$ cat config.mk
export PLATFORM = sky130hd
export DESIGN_NAME = pwm_multi_flat
export DESIGN_NICKNAME = d
export VERILOG_FILES = /design/src/rtl/pwm_multi_if.sv /design/src/rtl/pwm_multi.sv /design/src/flat_wrapper.sv
export SDC_FILE = /design/constraint.sdc
export NUM_CORES = 1
export LEC_CHECK = 0
export CAP_MARGIN = 25
export CORE_ASPECT_RATIO = 2
export CORE_UTILIZATION = 56
export DETAILED_ROUTE_END_ITERATION = 7
export GPL_TIMING_DRIVEN = 0
export PLACE_DENSITY_LB_ADDON = 0.25
export RECOVER_POWER = 25
export SETUP_SLACK_MARGIN = 0.1
export SLEW_MARGIN = 20
export SYNTH_ARGS = -nofsm -noshare
export SYNTH_HDL_FRONTEND = slang
export SYNTH_SLANG_ARGS = --single-unit
export TNS_END_PERCENT = 1
$ cat constraint.sdc
create_clock -name clk -period 3.45 [get_ports clk]
set_clock_uncertainty 0.15 [all_clocks]
set_input_delay 0.69 -clock clk [delete_from_list [all_inputs] [get_ports clk]]
set_output_delay 0.69 -clock clk [all_outputs]
set_load 0.005 [all_outputs]
$ cat src/rtl/pwm_multi_if.sv
// pwm_multi register bus: address, write data, write strobe and
// combinational readback shared by the CPU side and the peripheral.
interface pwm_multi_if;
    logic [3:0]  addr;
    logic [31:0] data_in;
    logic        write_en;
    logic [31:0] data_out;

    modport master (
        output addr,
        output data_in,
        output write_en,
        input  data_out
    );

    modport slave (
        input  addr,
        input  data_in,
        input  write_en,
        output data_out
    );
endinterface

$ cat src/rtl/pwm_multi.sv
// Multi-channel PWM: shared prescaled period counter, double-buffered
// period/compare registers swapped at wrap, per-channel polarity.
module pwm_multi #(
    parameter int CHANNELS      = 4,
    parameter int WIDTH         = 8,
    parameter int PRESCALE_BITS = 8
) (
    input  logic                clk,
    input  logic                rst,
    pwm_multi_if.slave          bus,
    output logic [CHANNELS-1:0] pwm_out,
    output logic                period_irq
);

    logic                     r_run;
    logic [PRESCALE_BITS-1:0] r_pre;
    logic [WIDTH-1:0]         r_period;
    logic                     r_flag;
    logic [CHANNELS-1:0]      r_pol;
    logic [WIDTH-1:0]         r_cmp     [CHANNELS];
    logic [WIDTH-1:0]         r_per_act;
    logic [WIDTH-1:0]         r_cmp_act [CHANNELS];
    logic [WIDTH-1:0]         r_cnt;
    logic [PRESCALE_BITS-1:0] r_psc;
    logic [CHANNELS-1:0]      r_pwm;

    logic        w_tick;
    logic        w_wrap;
    logic        w_load;
    logic        w_clr;
    logic [31:0] w_rdata;
    logic        w_unused_data;

    assign w_tick = r_run && (r_psc == r_pre);
    assign w_wrap = w_tick && (r_cnt == r_per_act);
    // Active copies track the buffers while stopped, so a start
    // begins with the current buffer values already in effect.
    assign w_load = !r_run || w_wrap;
    assign w_clr  = bus.write_en && (bus.addr == 4'd2) && bus.data_in[0];

    assign w_unused_data = ^bus.data_in;

    assign pwm_out    = r_pwm;
    assign period_irq = r_flag;

    // CPU-written buffer registers
    always_ff @(posedge clk) begin
        if (rst) begin
            r_run    <= 1'b0;
            r_pre    <= '0;
            r_period <= '0;
            r_pol    <= '0;
            for (int n = 0; n < CHANNELS; n++) r_cmp[n] <= '0;
        end else if (bus.write_en) begin
            case (bus.addr)
                4'd0: begin
                    r_run <= bus.data_in[0];
                    r_pre <= bus.data_in[PRESCALE_BITS+7:8];
                end
                4'd1: r_period <= bus.data_in[WIDTH-1:0];
                4'd3: r_pol    <= bus.data_in[CHANNELS-1:0];
                default: begin
                    for (int n = 0; n < CHANNELS; n++)
                        if (int'(bus.addr) == n + 4)
                            r_cmp[n] <= bus.data_in[WIDTH-1:0];
                end
            endcase
        end
    end

    // Sticky wrap flag; a wrap beats a same-cycle clear
    always_ff @(posedge clk) begin
        if (rst)         r_flag <= 1'b0;
        else if (w_wrap) r_flag <= 1'b1;
        else if (w_clr)  r_flag <= 1'b0;
    end

    // Prescaler and period counter, held at zero while stopped
    always_ff @(posedge clk) begin
        if (rst || !r_run) begin
            r_psc <= '0;
            r_cnt <= '0;
        end else if (w_tick) begin
            r_psc <= '0;
            r_cnt <= w_wrap ? '0 : r_cnt + 1'b1;
        end else begin
            r_psc <= r_psc + 1'b1;
        end
    end

    // Active period/compare load from buffers
    always_ff @(posedge clk) begin
        if (rst) begin
            r_per_act <= '0;
            for (int n = 0; n < CHANNELS; n++) r_cmp_act[n] <= '0;
        end else if (w_load) begin
            r_per_act <= r_period;
            for (int n = 0; n < CHANNELS; n++) r_cmp_act[n] <= r_cmp[n];
        end
    end

    // Registered compare outputs with polarity
    always_ff @(posedge clk) begin
        if (rst) begin
            r_pwm <= '0;
        end else begin
            for (int n = 0; n < CHANNELS; n++)
                r_pwm[n] <= r_run ? ((r_cnt < r_cmp_act[n]) ^ r_pol[n])
                                  : r_pol[n];
        end
    end

    // Combinational register readback
    always_comb begin
        w_rdata = '0;
        case (bus.addr)
            4'd0: begin
                w_rdata[0]                   = r_run;
                w_rdata[PRESCALE_BITS+7:8]   = r_pre;
            end
            4'd1: w_rdata[WIDTH-1:0]    = r_period;
            4'd2: w_rdata[0]            = r_flag;
            4'd3: w_rdata[CHANNELS-1:0] = r_pol;
            default: begin
                for (int n = 0; n < CHANNELS; n++)
                    if (int'(bus.addr) == n + 4)
                        w_rdata[WIDTH-1:0] = r_cmp[n];
            end
        endcase
    end

    assign bus.data_out = w_rdata;

endmodule

$ cat src/flat_wrapper.sv
// flat-port wrapper written by rule: the top's interface ports become plain ports
module pwm_multi_flat 
#(
    parameter int CHANNELS      = 4,
    parameter int WIDTH         = 8,
    parameter int PRESCALE_BITS = 8
)
  (clk, rst, pwm_out, period_irq, bus_addr, bus_data_in, bus_write_en, bus_data_out);
  pwm_multi_if bus_i ();
  input  logic clk;
  input  logic rst;
  output logic [CHANNELS-1:0] pwm_out;
  output logic period_irq;
  input wire logic [$bits(bus_i.addr)-1:0] bus_addr;
  input wire logic [$bits(bus_i.data_in)-1:0] bus_data_in;
  input wire logic [$bits(bus_i.write_en)-1:0] bus_write_en;
  output wire logic [$bits(bus_i.data_out)-1:0] bus_data_out;
  assign bus_i.addr = bus_addr;
  assign bus_i.data_in = bus_data_in;
  assign bus_i.write_en = bus_write_en;
  assign bus_data_out = bus_i.data_out;
  pwm_multi #(.CHANNELS(CHANNELS), .WIDTH(WIDTH), .PRESCALE_BITS(PRESCALE_BITS)) u_core (.clk(clk), .rst(rst), .bus(bus_i), .pwm_out(pwm_out), .period_irq(period_irq));
endmodule
==> results, run 1 <==
- The cell chosen for the clock root is sky130_fd_sc_hd__clkbuf_16.
- The share of synthesized flip-flops with an asynchronous set or reset is 0%.
- In the final routed layout, each cell accounts on average for 19.2 um.
- The signal on the critical path passes through clkdlybuf4s50_1 > nor2b_4 > and3_1 > clkbuf_4 > a21oi_1 > nor2_1 > clkdlybuf4s50_1.
- The standard cell core area is about 11000 sq um.
- Among all stages on the critical path, the largest delay is contributed by sky130_fd_sc_hd__clkdlybuf4s50_1.
- For this design the top-level I/O count stands at 76.
- The global-route track usage on met1 is 32.2%.
- Timing would allow up to 0.290 GHz.
- For this design, the sink count on the clock tree is 114.
- Clock-pin slew was measured on the worst setup and hold paths at 0.05 ns.
- During synthesis, Yosys emitted a total of 0 warnings.
- The total of max-cap violations is 0.
- In this design, the critical path's most frequently occurring cell is sky130_fd_sc_hd__clkdlybuf4s50_1.
- The final-report max-slew violation count is 0.
- Summing all non-filler instances in the final layout gives an area of 7770 sq um.
- The clock passes through at most 2 buffers.
- The number of enable flip-flop cells after synthesis is 64.
- After the first detailed-routing iteration, the DRC count stood at 331.
- The net count of the finished layout is 759.
- The launching element type of the critical path is an input pin.
- The count of TritonRoute iterations in the first routing pass is 5.
- The wire-length estimate of the detail-placed layout is about 12000 um.
- The post-route setup TNS is 0 ns.
- Input and output buffers added on the ports amount to ~40.
- The worst slack on hold paths is 0.333 ns.
- Buffers inserted during clock tree synthesis total 17.
- The share of cells above drive strength 1 is 17.5%.
- The most frequent standard cell in the layout excluding fill and tap cells is sky130_fd_sc_hd__edfxtp_1.
- By startpoint and endpoint, the worst setup path is classified as input pin to output pin.
- The class of the tightest hold or removal check is flip-flop to flip-flop.
- Summed over all layers, the routed wires come to 16200 um.
- The summed instance area of the synthesized netlist is 6310 sq um.
- The die outline area is 11700 sq um.
- From synthesis to final layout, the design area changed by 23.1%.
- The H-tree was split into 4 levels.
- The number of antenna violations at the first check in global routing is 0.
- The via count normalized by instance count is between 5 and 6.
- Once placement finished, the instance area stood at 6960 sq um.
- The global routing's busiest layer is met2.
- The number of buffer and inverter stages on the critical path is 3.
- The vertical die dimension is 152 um.
- The count of non-filler cells in the finished layout is about 840.
- TritonCTS built the clock tree.
- The most used flip-flop cell after synthesis is sky130_fd_sc_hd__edfxtp_1.
- The remaining antenna violation count after routing is 0.
- The worst-margin pin slew is 0.718 ns.
- The placer congestion estimate is 0.909.
- The first global-routing pass estimated 26100 um of wire.
- Cells fill between 70% and 80% of the core in the end.
- The largest vdd supply drop is 456 uV.
- The detailed router placed 5039 vias in this run.
- The number of antenna diodes in the final layout is 0.
- The critical path's top delay family is buffers and inverters.
- The flip-flop and latch count after synthesis is approximately 110.
- After layout, the worst path uses ~100% of the clock period.
- The met2 routing resource usage after global routing is 51.3%.
- The average instance in the mapped netlist occupies 10.4 sq um.
- Setup repair after global routing could not meet its margin everywhere.
- The signal arrival time at the worst endpoint is about 2.6 ns.
- The synthesized instance count is 607.
- Data on the critical path is required at its endpoint by 2.61 ns.
- Entering global routing, the biggest net connects 33 pins.
- The DRC violations left is 0.
- The number of placed instances, taps included, is 804.
- The later pin in the worst-skew pair is clocked with a latency of 0.41 ns.
- The floorplan step set the die width to 77.1 um.
- The number of distinct library cells after synthesis is a little over 50.
- Dividing total power by cell area gives a power density of 478 nW/um^2.
- Sequential elements use 46.3% of the synthesized area.
- The final number of hold-violating endpoints was 0.
- Setup violations remaining at the end of the flow were counted as 0.
- The met3 track demand over resource is 5.77%.
- The number of global-route vias before repair is about 5k.
- The delay of the slowest critical-path stage is 0.53 ns.
- For this design the static power due to leakage is 3.19 nW.
- The run finished with clean final reports.
- The kind of end point of the critical path is an output pin.
- In the layout the commonest cells are sky130_fd_sc_hd__edfxtp_1, sky130_fd_sc_hd__dfxtp_1, sky130_fd_sc_hd__nand2_1, sky130_fd_sc_hd__and2_1, sky130_fd_sc_hd__a21oi_1.
- Measured against its own limit, the worst slew margin works out to 51.8%.
- The site row count is 54.
- The post-layout minimum cycle time is 3.45 ns.
- The initial cell density of the core is 57.6%.
- For this run the aggregate overflow at the end of global routing stands at 0.
- The top fanout value on the critical path is 8.
- The total track usage is 29.5%.
[logic make-up after synthesis]
group / after synthesis / share of synthesized area, %
DFF: 114 / 46.3
adders and majority gates: 30 / 5.95
other: 1 / 0.0594
buffers and inverters: 80 / 6.38
muxes: 17 / 3.35
AOI/OAI and AO/OA: 104 / 10.9
xor gates and xnor gates: 22 / 3.05
and+or+nand+nor: 239 / 24.0
[stage by stage]
stage	power, W	worst slack (ns)
3_3_place_gp	0.00179	-0.496
6_report	0.00371	0.00000488
3_5_place_dp	0.00180	-0.595
4_1_cts	0.00372	0.0124
2_1_floorplan	0.00170	0.728
5_1_grt	0.00382	-0.0758
[power by group]
part	total [W]	switching, W	internal, W
logic	0.000280	0.000152	0.000127
clock network	0.00192	0.000620	0.00130
registers	0.00152	0.0000290	0.00149
[worst paths after layout]
| path | from | end | slack (ns) | cells after the start |
|---|---|---|---|---|
| worst max register to register | u_core.r_cnt[1] | u_core.r_cmp_act[0][12] | 0.59 | 7 |
| worst max-delay path | bus_addr[2] | bus_data_out[0] | 0.000005 | 7 |
| worst min-delay path | u_core.r_pre[5] | u_core.r_pre[5] | 0.33 | 2 |
| worst min register to register | u_core.r_pre[5] | u_core.r_pre[5] | 0.33 | 2 |
[state kept, by name (all words and copies together) (netlist names)]
register and cells:
u_core.r_per_act 8, u_core.period_irq 1, u_core.r_pol 4, u_core.pwm_out 4
u_core.r_cmp 32, u_core.r_cnt 8, u_core.r_pre 8, u_core.r_cmp_act 32
u_core.r_psc 8, u_core.r_period 8, u_core.r_run 1
[cell type report]
class	count	area, sq um
Sequential cell	114	2920
Timing Repair Buffer	49	465
Tap cell	140	175
Inverter	29	109
Multi-Input combinational cell	428	3080
Buffer	51	348
Fill cell	827	3180
Clock buffer	24	567
Clock inverter	8	105
[Yosys cell counts (all sizes together) (5+ instances only)]
library cell,number,area [sq um]
clkbuf,23,86.3
xor2,17,149
nor3,7,40.0
a22oi,6,45.0
and2,43,269
a31oi,11,68.8
a21o,6,45.0
edfxtp,64,1920
a21oi,35,175
nand2,44,165
a41oi,8,70.1
buf,28,208
o21ai,13,65.1
nand3,32,160
o221ai,8,70.1
nor2,24,90.1
nand2b,16,100
dfxtp,50,1000
inv,29,109
xnor2,5,43.8
nor3b,37,428
nor4,5,52.6
and3,11,68.8
mux2i,11,110
ha,30,375
[repair_timing]
action                                  4_1_cts  5_1_grt
pin swaps                                     1        2
resized for setup                            29        5
hold buffers                                  0        0
buffers inserted                              6        0
cloned                                        1        0
endpoints found under the setup margin       16       12
[routing by layer]
| metal | share of wire, % | up-vias | wire length, um |
|---|---|---|---|
| met3 | 6.1 | 77 | 983 |
| met2 | 52 | 265 | 8450 |
| met1 | 36 | 2369 | 5790 |
| met4 | 6.1 | 0 | 986 |
| met5 | 0 | - | 0 |
| li1 | - | 2328 | - |
[worst min-delay path, stage by stage (launching register included)]
cell and delay (ns):
sky130_fd_sc_hd__dfxtp_1 0.33, sky130_fd_sc_hd__nand2_1 0.06, sky130_fd_sc_hd__a21oi_1 0.05
No activity file was read; power rests on OpenSTA's default activity.
==> run 2: changes to the inputs <==
--- a/config.mk
+++ b/config.mk
@@ -13,7 +13,6 @@
 export PLACE_DENSITY_LB_ADDON = 0.25
 export RECOVER_POWER = 25
 export SETUP_SLACK_MARGIN = 0.1
-export SLEW_MARGIN = 20
 export SYNTH_ARGS = -nofsm -noshare
 export SYNTH_HDL_FRONTEND = slang
 export SYNTH_SLANG_ARGS = --single-unit
==> run 2 against run 1 <==
  * The run now ends with setup timing left
  * Sequential power is essentially flat
  * Final area decreased by 0.27%
  * Critical path depth did not move
  * First-iteration DRC count down 7.9%
  * Setup slack lost 0.034 ns
  * Global-route usage rose by 0.18 points
  * Clock power fell by 11%
  * Worst hold slack hardly changed
==> results, run 2 (synthesized netlist as in run 1, its figures left out) <==
- The number of antenna violations at the first check in global routing is 0.
- In this run, the number of DRC markers left after iteration 0 of detailed routing was 305.
- The port buffer count is 41.
- The startpoint identified for the worst hold timing path is u_core.r_pre[5].
- The number of filler instances in the final layout is ~800.
- For this configuration, the core starts out at a cell density of between 50% and 60%.
- The final layout contains routed wiring with a total length of 16700 um.
- After detailed routing, the average wire length per cell comes to 19.7 um.
- The final layout contains 764 nets.
- The share of total power dissipated in sequential elements is 43.1%.
- By startpoint and endpoint, the worst setup path is classified as input pin to output pin.
- The number of hold buffers added after CTS is 0.
- From bottom edge to top edge, the die measures 152 um.
- In this run the count of I/O pins placed on the die edge is 76.
- The endpoint of the worst-slack reg-to-reg timing path is u_core.r_cmp_act[0][7].
- The top fanout value on the critical path is 8.
- The worst-margin pin slew is around 0.75 ns.
- The library cell used most frequently in the layout, excluding fill and tap cells, is sky130_fd_sc_hd__edfxtp_1.
- The run finished, with violations left.
- The via count normalized by instance count is 5.98.
- The total clock buffers created by CTS is 17.
- The cell total after placement is about 800.
- The net switching power figure is 0.000765 W.
- The area growth from synthesis to layout is 22.8%.
- At the end of routability-driven placement, the weighted congestion stood at 0.909.
- Combinational logic burns between 8 and 9% of the power.
- The H-tree level count is 4.
- The hold-critical path endpoint is u_core.r_pre[5].
- The detail route stage leaves a number of antenna-violating nets equal to 0.
- The worst-case IR drop observed on VDD is 494 uV.
- The worst register-to-register path has a setup slack of 0.61 ns.
- The number of global-route vias before repair was 5014.
- The standard cell core area is 10900 sq um.
- From left edge to right edge, the die measures about 77 um.
- Counting I/O delays and the setup requirement, the final critical path takes 3.48 ns.
- The required time of the worst setup path is 2.61 ns.
- The first global-routing pass estimated 26300 um of wire.
- In this run the cell area measured after placement is 6980 sq um.
- Summing all non-filler instances in the final layout gives an area of 7750 sq um.
- The final period utilization is 101%.
- The cell chosen for the clock root is sky130_fd_sc_hd__clkbuf_16.
- The share of cells above drive strength 1 is 17.5%.
- The clock reaches the later pin of the worst-skew pair after 0.41 ns.
- Data arrives at the worst endpoint at roughly 2.6 ns.
- The checks that failed: setup timing.
- The internal power of the cells totals 0.00275 W.
- Once detailed placement completed, the half-perimeter wirelength came to roughly 12000 um.
- The floorplan step defined a die boundary enclosing 11700 sq um.
- Counting instances, the worst hold path has a depth of 2.
- The class of the tightest hold or removal check is flip-flop to flip-flop.
- Setup violations remaining at the end of the flow were counted as 1.
- The leakage power figure is 3.17 nW.
- Summing all multi-input logic gate instances after layout gives 3080 sq um.
- The total of max-cap violations is 0.
- The count of TritonRoute iterations in the first routing pass is 5.
- The count of clock tree sinks is 114.
- Headroom to the max-slew limit came out at 50.0%.
- In the final layout, flip-flops and latches occupy 2920 sq um.
- The final-report max-slew violation count is 0.
- Setup repair after global routing could not meet its margin everywhere.
- The final cell utilization of the core is between 70% and 80%.
- The power density over the cells is 454 nW/um^2.
- The overflow left after global routing is 0.
- The count of non-filler cells in the finished layout is 848.
- Entering global routing, the biggest net connects 25 pins.
- For this run, the total global-route usage over all layers was measured as 29.7%.
- The largest registers in the layout are u_core.r_cmp x32, u_core.r_cmp_act x32.
- The fmax is between 0.2 and 0.3 GHz.
- Counting along the longest clock path gives a buffer depth of 2.
- The final number of hold-violating endpoints is 0.
- TritonCTS built the clock tree.
- The startpoint identified for the worst register-to-register timing path is u_core.r_cnt[2].
- Leaving out fill and tap cells, the most frequent cells in the layout are sky130_fd_sc_hd__edfxtp_1, sky130_fd_sc_hd__dfxtp_1, sky130_fd_sc_hd__nand2_1.
- The launching element type of the critical path is an input pin.
- Once routing completed, OpenROAD measured the worst setup slack at -0.0339 ns.
- The repair_antennas step left the layout with diodes totalling 0.
- After routing, the total negative slack on setup checks comes to -0.0339 ns.
- The number of cell instances on the worst register-to-register path is 8.
- The clock-pin slew reported for the worst setup and hold paths after clock tree synthesis is about 0.050 ns.
- The DRC violations left is 0.
- In this run the core area contains 54 standard-cell rows.
- The kind of end point of the critical path is an output pin.
- The switching power as a share of total power is 21.7%.
- The via total after detailed routing is 5071.
- The clock group share of total power is 48.7%.
-- run 2: cell count changes in the layout (fill, tap and decap cells not counted), moves of 2 or more --
cell | before | now
sky130_fd_sc_hd__a21oi_1 | 35 | 33
sky130_fd_sc_hd__a21oi_2 | 0 | 2
sky130_fd_sc_hd__buf_4 | 25 | 28
sky130_fd_sc_hd__clkbuf_1 | 16 | 21
sky130_fd_sc_hd__clkbuf_16 | 21 | 17
sky130_fd_sc_hd__clkdlybuf4s50_1 | 30 | 32
sky130_fd_sc_hd__clkinv_2 | 0 | 4
sky130_fd_sc_hd__clkinv_4 | 2 | 0
sky130_fd_sc_hd__clkinvlp_4 | 2 | 0
sky130_fd_sc_hd__inv_4 | 2 | 0
-- run 2: how the worst max path moves through the flow --
stage / startpoint / to / slack [ns] / depth (start not counted)
detailed placement: bus_addr[1] / bus_data_out[2] / -0.57 / 8
global placement: bus_addr[1] / bus_data_out[2] / -0.50 / 8
global route: bus_addr[2] / bus_data_out[6] / -0.07 / 7
finish: bus_addr[2] / bus_data_out[6] / -0.03 / 7
CTS: bus_addr[2] / bus_data_out[7] / 0.07 / 7
floorplan: u_core.r_pre[7] / u_core.r_cmp_act[0][0] / 0.73 / 7
-- run 2: worst max-delay path: stages --
cell and delay [ns]:
sky130_fd_sc_hd__clkdlybuf4s50_1 0.44, sky130_fd_sc_hd__nor2b_4 0.16, sky130_fd_sc_hd__and3_1 0.19, sky130_fd_sc_hd__clkbuf_2 0.17
sky130_fd_sc_hd__a22oi_1 0.31, sky130_fd_sc_hd__o21ai_0 0.20, sky130_fd_sc_hd__clkdlybuf4s50_1 0.48
-- run 2: layout make-up --
cell class | count | area share, %
clock inverters | 6 | 1.03
well taps | 140 | 2.26
repair buffers | 54 | 6.91
flip-flops and latches | 114 | 37.7
plain buffers | 51 | 4.44
inverters | 29 | 1.41
multi-input cells | 428 | 39.8
clock buffers | 26 | 6.44
-- run 2: stage by stage --
step	hold WS [ns]	total power (W)	setup WS, ns
finish	0.334	0.00352	-0.0339
global route	0.353	0.00364	-0.0705
detailed placement	0.331	0.00180	-0.571
floorplan	0.290	0.00170	0.728
global placement	0.313	0.00179	-0.496
CTS	0.338	0.00351	0.0699
-- run 2: layer usage --
metal	vias to the layer above	share of wire, %	wire length [um]	track usage (%)
met4	0	6.0	1000	17.5
met1	2389	35	5870	32.6
li1	2330	-	-	-
met3	78	6.0	1010	6.49
met2	274	53	8810	51.8
met5	-	0	0	0
-- run 2: power by group through the flow --
| stage | Sequential (W) | Combinational (W) | Clock, W |
|---|---|---|---|
| global placement | 0.00154 | 0.000253 | 0 |
| detailed placement | 0.00154 | 0.000261 | 0 |
| CTS | 0.00152 | 0.000278 | 0.00172 |
| floorplan | 0.00153 | 0.000169 | 0 |
| finish | 0.00152 | 0.000289 | 0.00171 |
| global route | 0.00152 | 0.000312 | 0.00180 |
-- run 2: what timing repair did --
action                     in CTS  in global routing
pin swaps                       4                  1
setup endpoints to repair      16                 13
buffers inserted                6                  4
resized for setup              29                  5
